$ cat config.mk
export PLATFORM = sky130hd
export DESIGN_NAME = reg_access_seq
export DESIGN_NICKNAME = d
export VERILOG_FILES = /design/src/rtl/reg_access_seq_pkg.sv /design/src/rtl/reg_access_seq_rf_sel_check.sv /design/src/rtl/reg_access_seq.sv
export SDC_FILE = /design/constraint.sdc
export NUM_CORES = 1
export LEC_CHECK = 0
export CAP_MARGIN = 20
export CELL_PAD_IN_SITES_DETAIL_PLACEMENT = 0
export CELL_PAD_IN_SITES_GLOBAL_PLACEMENT = 1
export CORE_AREA = 5 5 108 110
export CTS_BUF_LIST = sky130_fd_sc_hd__clkbuf_16
export DETAILED_ROUTE_END_ITERATION = 8
export DIE_AREA = 0 0 113 115
export PLACE_DENSITY = 0.85
export SLEW_MARGIN = 10
export SYNTH_ARGS = -nofsm -noshare
export SYNTH_HDL_FRONTEND = slang
export SYNTH_SLANG_ARGS = --single-unit
$ cat constraint.sdc
create_clock -name clk -period 1.9 [get_ports clk]
set_input_delay 0.285 -clock clk [delete_from_list [all_inputs] [get_ports clk]]
set_output_delay 0.285 -clock clk [all_outputs]
set_load 0.02 [all_outputs]
$ cat src/rtl/reg_access_seq_pkg.sv
`default_nettype none
// ============================================================================
// Module   : reg_access_seq_pkg
// Purpose  : Shared constants for the register-access sequencer: word and
//            select widths, legal select ranges, FSM state encodings, named
//            register selects, and the half-word masking helper.
// Ports    : none (package)
// Revision : 1.0 - initial release
// ============================================================================
package reg_access_seq_pkg;

   localparam int DATA_W    = 20;
   localparam int HALF_W    = DATA_W / 2;
   localparam int SEL_W     = 4;
   localparam int FULL_REGS = 6;
   localparam int HALF_REGS = 12;

   // FSM state encodings
   typedef logic [2:0] state_t;
   localparam logic [2:0] S_IDLE = 3'd0;
   localparam logic [2:0] S_RD_A = 3'd1;
   localparam logic [2:0] S_RD_B = 3'd2;
   localparam logic [2:0] S_CAP  = 3'd3;
   localparam logic [2:0] S_OUT  = 3'd4;
   localparam logic [2:0] S_WR   = 3'd5;

   // Full-word register selects
   localparam logic [SEL_W-1:0] AX = 4'd0;
   localparam logic [SEL_W-1:0] BX = 4'd1;
   localparam logic [SEL_W-1:0] CX = 4'd2;
   localparam logic [SEL_W-1:0] DX = 4'd3;
   localparam logic [SEL_W-1:0] EX = 4'd4;
   localparam logic [SEL_W-1:0] FX = 4'd5;

   // Half-word register selects: even = low half, odd = high half
   localparam logic [SEL_W-1:0] AXL = 4'd0;
   localparam logic [SEL_W-1:0] AXH = 4'd1;
   localparam logic [SEL_W-1:0] BXL = 4'd2;
   localparam logic [SEL_W-1:0] BXH = 4'd3;
   localparam logic [SEL_W-1:0] CXL = 4'd4;
   localparam logic [SEL_W-1:0] CXH = 4'd5;
   localparam logic [SEL_W-1:0] DXL = 4'd6;
   localparam logic [SEL_W-1:0] DXH = 4'd7;
   localparam logic [SEL_W-1:0] EXL = 4'd8;
   localparam logic [SEL_W-1:0] EXH = 4'd9;
   localparam logic [SEL_W-1:0] FXL = 4'd10;
   localparam logic [SEL_W-1:0] FXH = 4'd11;

   // Half-word values only ever occupy the low half of the bus; the upper
   // half is forced to zero so stale or mirrored bits never leak through.
   function automatic logic [DATA_W-1:0] half_mask(input logic [DATA_W-1:0] data,
                                                   input logic              half);
      return half ? {{(DATA_W-HALF_W){1'b0}}, data[HALF_W-1:0]} : data;
   endfunction

endpackage
`default_nettype wire

$ cat src/rtl/reg_access_seq_rf_sel_check.sv
`default_nettype none
// ============================================================================
// Module   : rf_sel_check
// Purpose  : Combinational legality check of a register-file select for
//            either full-word or half-word access.
// Ports    : sel      in  SEL_W  register select
//            half     in  1      1 = half-word addressing
//            in_range out 1      select addresses an existing register
// Revision : 1.0 - initial release
// ============================================================================
module rf_sel_check
   import reg_access_seq_pkg::*;
(
   input  logic [SEL_W-1:0] sel,
   input  logic             half,
   output logic             in_range
);

   assign in_range = half ? (sel < SEL_W'(HALF_REGS)) : (sel < SEL_W'(FULL_REGS));

endmodule
`default_nettype wire

$ cat src/rtl/reg_access_seq.sv
`default_nettype none
// ============================================================================
// Module   : reg_access_seq
// Purpose  : Initiator of the GP register-file port. Sequences operand
//            reads for decode requests, presents operands to the ALU over
//            valid/ready, and retires ALU writebacks as register writes.
// Ports    : clk, reset (async, active low)
//            req_*   : operand-fetch request from decode
//            opnd_*  : operand hand-off to the ALU
//            wb_*    : writeback from the ALU
//            rf_*    : register-file control/data pins (all registered)
//            sel_err : one-cycle pulse when an illegal select is seen
// Revision : 1.0 - initial release
// ============================================================================
module reg_access_seq
   import reg_access_seq_pkg::*;
(
   input  logic              clk,
   input  logic              reset,
   input  logic              req_valid,
   output logic              req_ready,
   input  logic [SEL_W-1:0]  req_src_a,
   input  logic [SEL_W-1:0]  req_src_b,
   input  logic              req_two_src,
   input  logic              req_half,
   output logic              opnd_valid,
   input  logic              opnd_ready,
   output logic [DATA_W-1:0] opnd_a,
   output logic [DATA_W-1:0] opnd_b,
   input  logic              wb_valid,
   output logic              wb_ready,
   input  logic [SEL_W-1:0]  wb_dr,
   input  logic              wb_half,
   input  logic [DATA_W-1:0] wb_data,
   output logic              rf_readsig,
   output logic              rf_writesig,
   output logic              rf_halfword,
   output logic [SEL_W-1:0]  rf_sr,
   output logic [SEL_W-1:0]  rf_dr,
   output logic [DATA_W-1:0] rf_data_write,
   input  logic [DATA_W-1:0] rf_data_read,
   output logic              sel_err
);

   state_t            r_state;
   logic [SEL_W-1:0]  r_src_b;
   logic              r_two_src;
   logic              r_half;
   logic              r_a_ok;
   logic              r_b_ok;
   logic              r_opnd_valid;
   logic [DATA_W-1:0] r_opnd_a;
   logic [DATA_W-1:0] r_opnd_b;
   logic              r_sel_err;
   logic              r_rf_readsig;
   logic              r_rf_writesig;
   logic              r_rf_halfword;
   logic [SEL_W-1:0]  r_rf_sr;
   logic [SEL_W-1:0]  r_rf_dr;
   logic [DATA_W-1:0] r_rf_data_write;

   logic              w_idle;
   logic              w_wb_take;
   logic              w_req_take;
   logic              w_opnd_done;
   logic [SEL_W-1:0]  w_rd_sel;
   logic              w_rd_half;
   logic              w_rd_ok;
   logic              w_wr_ok;

   assign w_idle      = (r_state == S_IDLE);
   // Writebacks win over fetch requests so a read issued afterwards always
   // sees the freshly written value.
   assign w_wb_take   = wb_valid && (w_idle || (r_state == S_OUT));
   assign w_req_take  = w_idle && !wb_valid && req_valid;
   assign w_opnd_done = r_opnd_valid && opnd_ready;

   // The read checker serves source A while idle and source B during RD_A.
   assign w_rd_sel  = w_idle ? req_src_a : r_src_b;
   assign w_rd_half = w_idle ? req_half  : r_half;

   rf_sel_check u_rd_check (
      .sel      (w_rd_sel),
      .half     (w_rd_half),
      .in_range (w_rd_ok)
   );

   rf_sel_check u_wr_check (
      .sel      (wb_dr),
      .half     (wb_half),
      .in_range (w_wr_ok)
   );

   // Handshake outputs are gated by reset so every output is 0 while held.
   assign req_ready = reset && w_idle && !wb_valid;
   assign wb_ready  = reset && w_wb_take;

   always_ff @(posedge clk or negedge reset) begin
      if (!reset) begin
         r_state         <= S_IDLE;
         r_src_b         <= '0;
         r_two_src       <= 1'b0;
         r_half          <= 1'b0;
         r_a_ok          <= 1'b0;
         r_b_ok          <= 1'b0;
         r_opnd_valid    <= 1'b0;
         r_opnd_a        <= '0;
         r_opnd_b        <= '0;
         r_sel_err       <= 1'b0;
         r_rf_readsig    <= 1'b0;
         r_rf_writesig   <= 1'b0;
         r_rf_halfword   <= 1'b0;
         r_rf_sr         <= '0;
         r_rf_dr         <= '0;
         r_rf_data_write <= '0;
      end else begin
         // Strobes and the error flag are single-cycle unless re-armed below.
         r_rf_readsig  <= 1'b0;
         r_rf_writesig <= 1'b0;
         r_sel_err     <= 1'b0;

         if (w_opnd_done) begin
            r_opnd_valid <= 1'b0;
         end

         case (r_state)
            S_IDLE: begin
               if (w_req_take) begin
                  r_src_b       <= req_src_b;
                  r_two_src     <= req_two_src;
                  r_half        <= req_half;
                  r_a_ok        <= w_rd_ok;
                  r_b_ok        <= 1'b0;
                  r_opnd_b      <= '0;
                  r_rf_readsig  <= w_rd_ok;
                  r_rf_sr       <= req_src_a;
                  r_rf_halfword <= req_half;
                  r_sel_err     <= !w_rd_ok;
                  r_state       <= S_RD_A;
               end
            end
            S_RD_A: begin
               if (r_two_src) begin
                  r_rf_readsig <= w_rd_ok;
                  r_rf_sr      <= r_src_b;
                  r_b_ok       <= w_rd_ok;
                  r_sel_err    <= !w_rd_ok;
               end
               r_state <= S_RD_B;
            end
            S_RD_B: begin
               // data_read now holds the A data registered at the end of RD_A.
               r_opnd_a <= r_a_ok ? half_mask(rf_data_read, r_half) : '0;
               if (r_two_src) begin
                  r_state <= S_CAP;
               end else begin
                  r_opnd_valid <= 1'b1;
                  r_state      <= S_OUT;
               end
            end
            S_CAP: begin
               r_opnd_b     <= r_b_ok ? half_mask(rf_data_read, r_half) : '0;
               r_opnd_valid <= 1'b1;
               r_state      <= S_OUT;
            end
            S_OUT: begin
               if (!wb_valid && w_opnd_done) begin
                  r_state <= S_IDLE;
               end
            end
            S_WR: begin
               // Return to OUT only if the ALU has still not taken the operands.
               r_state <= (r_opnd_valid && !opnd_ready) ? S_OUT : S_IDLE;
            end
            default: begin
               r_state <= S_IDLE;
            end
         endcase

         // Accepted writeback: an illegal select keeps writesig low but the
         // WR cycle is still spent so the timing seen by the ALU is uniform.
         if (w_wb_take) begin
            r_rf_writesig   <= w_wr_ok;
            r_rf_dr         <= wb_dr;
            r_rf_halfword   <= wb_half;
            r_rf_data_write <= half_mask(wb_data, wb_half);
            r_sel_err       <= !w_wr_ok;
            r_state         <= S_WR;
         end
      end
   end

   assign opnd_valid    = r_opnd_valid;
   assign opnd_a        = r_opnd_a;
   assign opnd_b        = r_opnd_b;
   assign sel_err       = r_sel_err;
   assign rf_readsig    = r_rf_readsig;
   assign rf_writesig   = r_rf_writesig;
   assign rf_halfword   = r_rf_halfword;
   assign rf_sr         = r_rf_sr;
   assign rf_dr         = r_rf_dr;
   assign rf_data_write = r_rf_data_write;

endmodule
`default_nettype wire

==> run metrics, run 1 <==
Inserted Diodes=0; final instance area=5300 µm²; number of global-route vias before repair=2759; routed wire length=8.62 mm; Synth area leaders=dfrtp_1, mux2_2, nand2_1, a22o_1, o21ai_0; cell row count=38; Initial Util=0.321; Core ar.=10600 µm²; power density over the cells=1620 nW/µm²; worst hold path class=primary input to asynchronous set/reset pin; Post-Syn Nets=355; sequential-to-total area share from yosys stat=0.617; post-synth top area share=0.617; total congestion overflow=0; DRT iter0 DRCs=109; Pleak=2.30 nW; fmax=0.557 GHz; GRT Overall Usage=0.132; Post-DRT Antenna Nets=0; global-route wire length before repair=13.8 mm; Mapped Avg Cell Area=11.6 µm²; largest net degree at the start of global routing=47; setup_tns=0 ns; post-DP HPWL=6.53 mm; die area=13000 µm²; clk buf depth=2; Placed Area=4970 µm²; fin crit period=1.79 ns; clock latency on the worst-skew pair=0.33 ns; CP arrival=1.51 ns; area of the multi-input gates=1190 µm²; DRC=0; Setup Crit Path Kind=primary input to output pin; Crit path required time=1.62 ns; die height=115 µm; filler cell count=992; ys async rst share=1.00; initial antenna violation count=0; max cap viols=0; input/output buffers=134; Worst-path clk slew=0.06 ns; Seq cells post-synth=84; CP max FO=11; nets@finish=499; chip width=113 µm; clock sinks=84; post-CTS setup buffers=0; Setup Skew=0.00636 ns; Yosys Warn Count=0; RSZ-0062 raised after global routing=no; Num CTS Buffers=9; most common cell in the netlist=dfrtp_1; share of cells above drive strength 1=0.133; prevailing post-synth register cell=dfrtp_1; # setup viols final=0; Slew @ Worst Pin=0.565 ns; first-pass iteration count of the detailed router=4; Rel. slew slack=0.623; area leader, netlist=dfrtp_1; leading cell types by count after synthesis=dfrtp_1, nand2_1, o21ai_0; Yosys cell types=34; Synth Cell Area=3410 µm²; Hold Violations, Final=0; H-tree depth=3; routed len/inst=14.8 µm; Tot Pwr=8.57 mW; Post-synth EDFFs=0; Setup crit start kind=primary input; FF/Latch Area=2100 µm²; Vias=2710; Mapped Cells=295; via/cell ratio=4.64; final worst path period share=0.944; area grow syn2layout=55.5%; crit end category=output pin; setup slack, reg-to-reg=0.34 ns; status=complete, no violations; RePlAce Congestion=0.754; root buffer cell=clkbuf_16; I/O pins=135; Max VDD drop=766 µV; Max Slew Vio Count=0; CTS tree=yes
per-layer routing:
metal	up-vias	global-route usage	routed length [µm]
met5	-	0	0
met4	0	0.0385	87
met3	10	0.0463	680
met2	99	0.214	4000
met1	1293	0.168	3850
li1	1308	-	-
power breakdown:
part	internal (mW)	switching (mW)	leakage, nW
Sequential	2.52	0.474	1.09
Clock	1.15	0.682	0.159
Combinational	1.89	1.86	1.05
layout by cell type, fill, tap and decap left out, drive strengths merged:
cell / synthesis / final
mux2: 21 / 21
clkdlybuf4s50: 0 / 131
a21oi: 7 / 7
a2bb2oi: 1 / 1
bufinv: 0 / 2
nor3: 1 / 1
and2: 2 / 2
o32a: 1 / 1
nand2: 55 / 55
nor4b: 1 / 1
nand2b: 13 / 13
inv: 6 / 9
a22o: 19 / 19
clkinv: 0 / 1
o21ai: 40 / 40
a32oi: 1 / 1
a32o: 2 / 2
nor2b: 3 / 3
nor3b: 1 / 1
dfrtp: 84 / 84
nand3: 2 / 2
nand3b: 1 / 1
o22ai: 2 / 2
clkbuf: 7 / 9
nor2: 5 / 5
clkinvlp: 0 / 1
a211oi: 1 / 1
buf: 11 / 17
a21boi: 1 / 1
mux2i: 4 / 4
and3: 3 / 3
dlygate4sd2: 0 / 2
dlygate4sd3: 0 / 1
through the flow:
step,hold WS [ns],instances,utilization,worst slack (ns)
after global routing,0.344,584,0.500,0.0298
after global placement,0.127,567,0.469,0.0768
after CTS,0.325,584,0.500,0.0872
after detailed placement,0.130,567,0.469,0.0745
final,0.335,584,0.500,0.106
after floorplan,-0.0106,295,-,0.492
flip-flops by register name, summed over array words and instances, names as in the netlist:
signal and flops:
opnd_a 20, opnd_b 20, opnd_valid 1, r_a_ok 1, r_b_ok 1, r_half 1, r_src_b 4, r_state 3
r_two_src 1, rf_data_write 20, rf_dr 4, rf_halfword 1, rf_readsig 1, rf_sr 4, rf_writesig 1, sel_err 1
critical path: stages:
cell           delay [ns]
dlygate4sd3_1        0.53
buf_4                0.20
and3_1               0.17
dlygate4sd2_1        0.33
cells by family after synthesis:
group	share of synthesized area
compound gates	0.141
buf+inv	0.0338
flops	0.617
mux	0.0811
simple gates	0.127
path summary, 6_finish.rpt:
path | endpoint | startpoint | cells after the start
worst max-delay path | wb_ready | reset | 4
worst min-delay path | r_src_b[0] | reset | 2
worst max register to register | opnd_b[10] | r_state[1] | 5
worst min register to register | opnd_a[7] | opnd_a[7] | 2
max in group asynchronous | rf_writesig | reset | 3
min in group clk | opnd_a[7] | opnd_a[7] | 2
area by class of cell:
type | count | share of cell area
clock buffer | 9 | 0.0425
multi-input combinational | 187 | 0.225
inverter | 6 | 0.00425
clock inverter | 7 | 0.0175
tap | 140 | 0.0331
sequential | 84 | 0.397
timing repair buffer | 151 | 0.281
timing repair:
action / in CTS / in global routing
resized for setup: 2 / 0
hold endpoints to repair: 7 / 0
hold buffers: 1 / 0
endpoints found under the setup margin: 2 / 0
Power figures use the tool's default switching activity.
==> run 2: changes to the inputs <==
MAX_ROUTING_LAYER = met4   (was unset)
==> run 2 against run 1 <==
  * Clock power about the same
  * Combinational power about the same
  * Core utilization unchanged
  * Final cell count unchanged
  * First-iteration DRC count down 16%
  * Global-route usage up 0.45 points
  * Sequential cell count unchanged
  * Clock skew up 0.0010 ns
  * Wire length about the same
==> run metrics, run 2 (synthesized netlist as in run 1, its figures left out) <==
Num CTS Buffers=9 (unchanged); P_int=5.56 mW (about the same); most common cell after layout, fill and taps aside=clkdlybuf4s50_1; crit end category=output pin; Setup crit start kind=primary input; chip width=113 µm (unchanged); root buffer cell=clkbuf_16; H-tree depth=3 (unchanged); Crit path required time=1.62 ns (about the same); Initial Util=0.321 (unchanged); Vias=2708 (-0.074%); Post-DRT Antenna Nets=0 (unchanged); Placed Area=4970 µm² (unchanged); CP max FO=11 (unchanged); Net Sw Frac=0.352 (about the same); I/O pins=135 (unchanged); clk buf depth=2 (unchanged); combinational share of power=0.438 (about the same); via/cell ratio=4.64 (about the same); cell row count=38 (unchanged); RR Endpoint=opnd_b[10]; global-route wire length before repair=13.8 mm (-0.10%); max cap viols=0 (unchanged); input/output buffers=134 (unchanged); power density over the cells=1620 nW/µm² (about the same); path depth of the worst reg2reg path=5 (unchanged); RePlAce Congestion=0.764 (+1.3%); Critical path origin=reset; Inserted Diodes=0 (unchanged); fin crit period=1.79 ns (+0.000231 ns); die area=13000 µm² (unchanged); Rel. slew slack=0.624 (about the same); clock sinks=84 (unchanged); initial antenna violation count=0 (unchanged); most frequent cells in the layout=clkdlybuf4s50_1, dfrtp_1, nand2_1; Setup Crit Path Kind=primary input to output pin; worst hold path class=primary input to asynchronous set/reset pin; fmax=0.557 GHz (about the same); Pleak=2.30 nW (unchanged); DRT iter0 DRCs=92 (-16%); die height=115 µm (unchanged); number of global-route vias before repair=2756 (-0.11%); status=complete, no violations; clock latency on the worst-skew pair=0.33 ns (about the same); Switch Pwr=3.02 mW (about the same); Hold Violations, Final=0 (unchanged); routed wire length=8.62 mm (about the same); CTS tree=yes; Core ar.=10600 µm² (unchanged); RSZ-0062 raised after global routing=no; largest net degree at the start of global routing=47 (unchanged); Setup Skew=0.00740 ns (+0.00104 ns); final worst path period share=0.944 (about the same); Max VDD drop=766 µV (about the same); post-DP HPWL=6.53 mm (unchanged); final instance area=5300 µm² (unchanged); Reg-to-Reg Start=r_state[1]; # setup viols final=0 (unchanged); setup_tns=0 ns (unchanged); DRC=0 (unchanged); first-pass iteration count of the detailed router=4 (unchanged); Slew @ Worst Pin=0.565 ns (-0.000512 ns); sequential share of power=0.349 (about the same); GRT Overall Usage=0.136 (+0.00445); CP arrival=1.51 ns (about the same); share of cells above drive strength 1=0.133 (unchanged); total congestion overflow=0 (unchanged); Max Slew Vio Count=0 (unchanged); setup slack, reg-to-reg=0.34 ns (about the same); nets@finish=499 (unchanged); clock network fraction of total power=0.214 (about the same); routed len/inst=14.8 µm (about the same); Worst-path clk slew=0.06 ns (about the same); area grow syn2layout=55.5% (unchanged)
run 2: area by class of cell:
| cell class | count | area, µm² |
|---|---|---|
| well taps | 140 | 175 |
| fillers | 992 | 5300 |
| multi-input cells | 187 | 1190 |
| clock buffers | 9 | 225 |
| flip-flops and latches | 84 | 2100 |
| inverters | 6 | 22.5 |
| clock inverters | 7 | 92.6 |
| repair buffers | 151 | 1490 |
run 2: metrics by stage:
stage / setup slack [ns] / power (mW) / hold WS (ns) / cells / utilization
2_1_floorplan: 0.492 / 4.92 / -0.0106 / 295 / -
3_3_place_gp: 0.0768 / 6.76 / 0.127 / 567 / 0.469
3_5_place_dp: 0.0745 / 6.84 / 0.130 / 567 / 0.469
4_1_cts: 0.0872 / 8.70 / 0.325 / 584 / 0.500
5_1_grt: 0.0298 / 9.10 / 0.343 / 584 / 0.500
6_report: 0.106 / 8.58 / 0.332 / 584 / 0.500
run 2: worst max path at each step:
stage	to	slack [ns]
finish	wb_ready	0.11
floorplan	r_b_ok	0.49
detailed placement	req_ready	0.07
CTS	wb_ready	0.09
global placement	req_ready	0.08
global route	wb_ready	0.03
run 2: worst max-delay path: stages:
cell and delay (ns):
dlygate4sd3_1 0.53, buf_4 0.20, and3_1 0.17, dlygate4sd2_1 0.33
run 2: layer usage:
layer,vias up,share of wire,track usage
li1,1308,-,-
met3,11,0.060,0.0332
met4,0,0.0087,0.0409
met2,101,0.46,0.213
met1,1288,0.47,0.177
met5,-,0,-
run 2: power by group through the flow:
stage / sequential, mW / combinational (mW) / clock, mW
3_3_place_gp: 3.00 / 3.76 / 0
4_1_cts: 3.00 / 3.82 / 1.88
2_1_floorplan: 3.69 / 1.22 / 0
3_5_place_dp: 3.03 / 3.81 / 0
6_report: 2.99 / 3.75 / 1.83
5_1_grt: 3.10 / 4.05 / 1.95
run 2: repair_timing:
item / in CTS / in global routing
setup endpoints to repair: 2 / 0
setup buffers: 0 / 0
resized for setup: 2 / 0
hold buffers: 1 / 0
hold endpoints to repair: 7 / 0
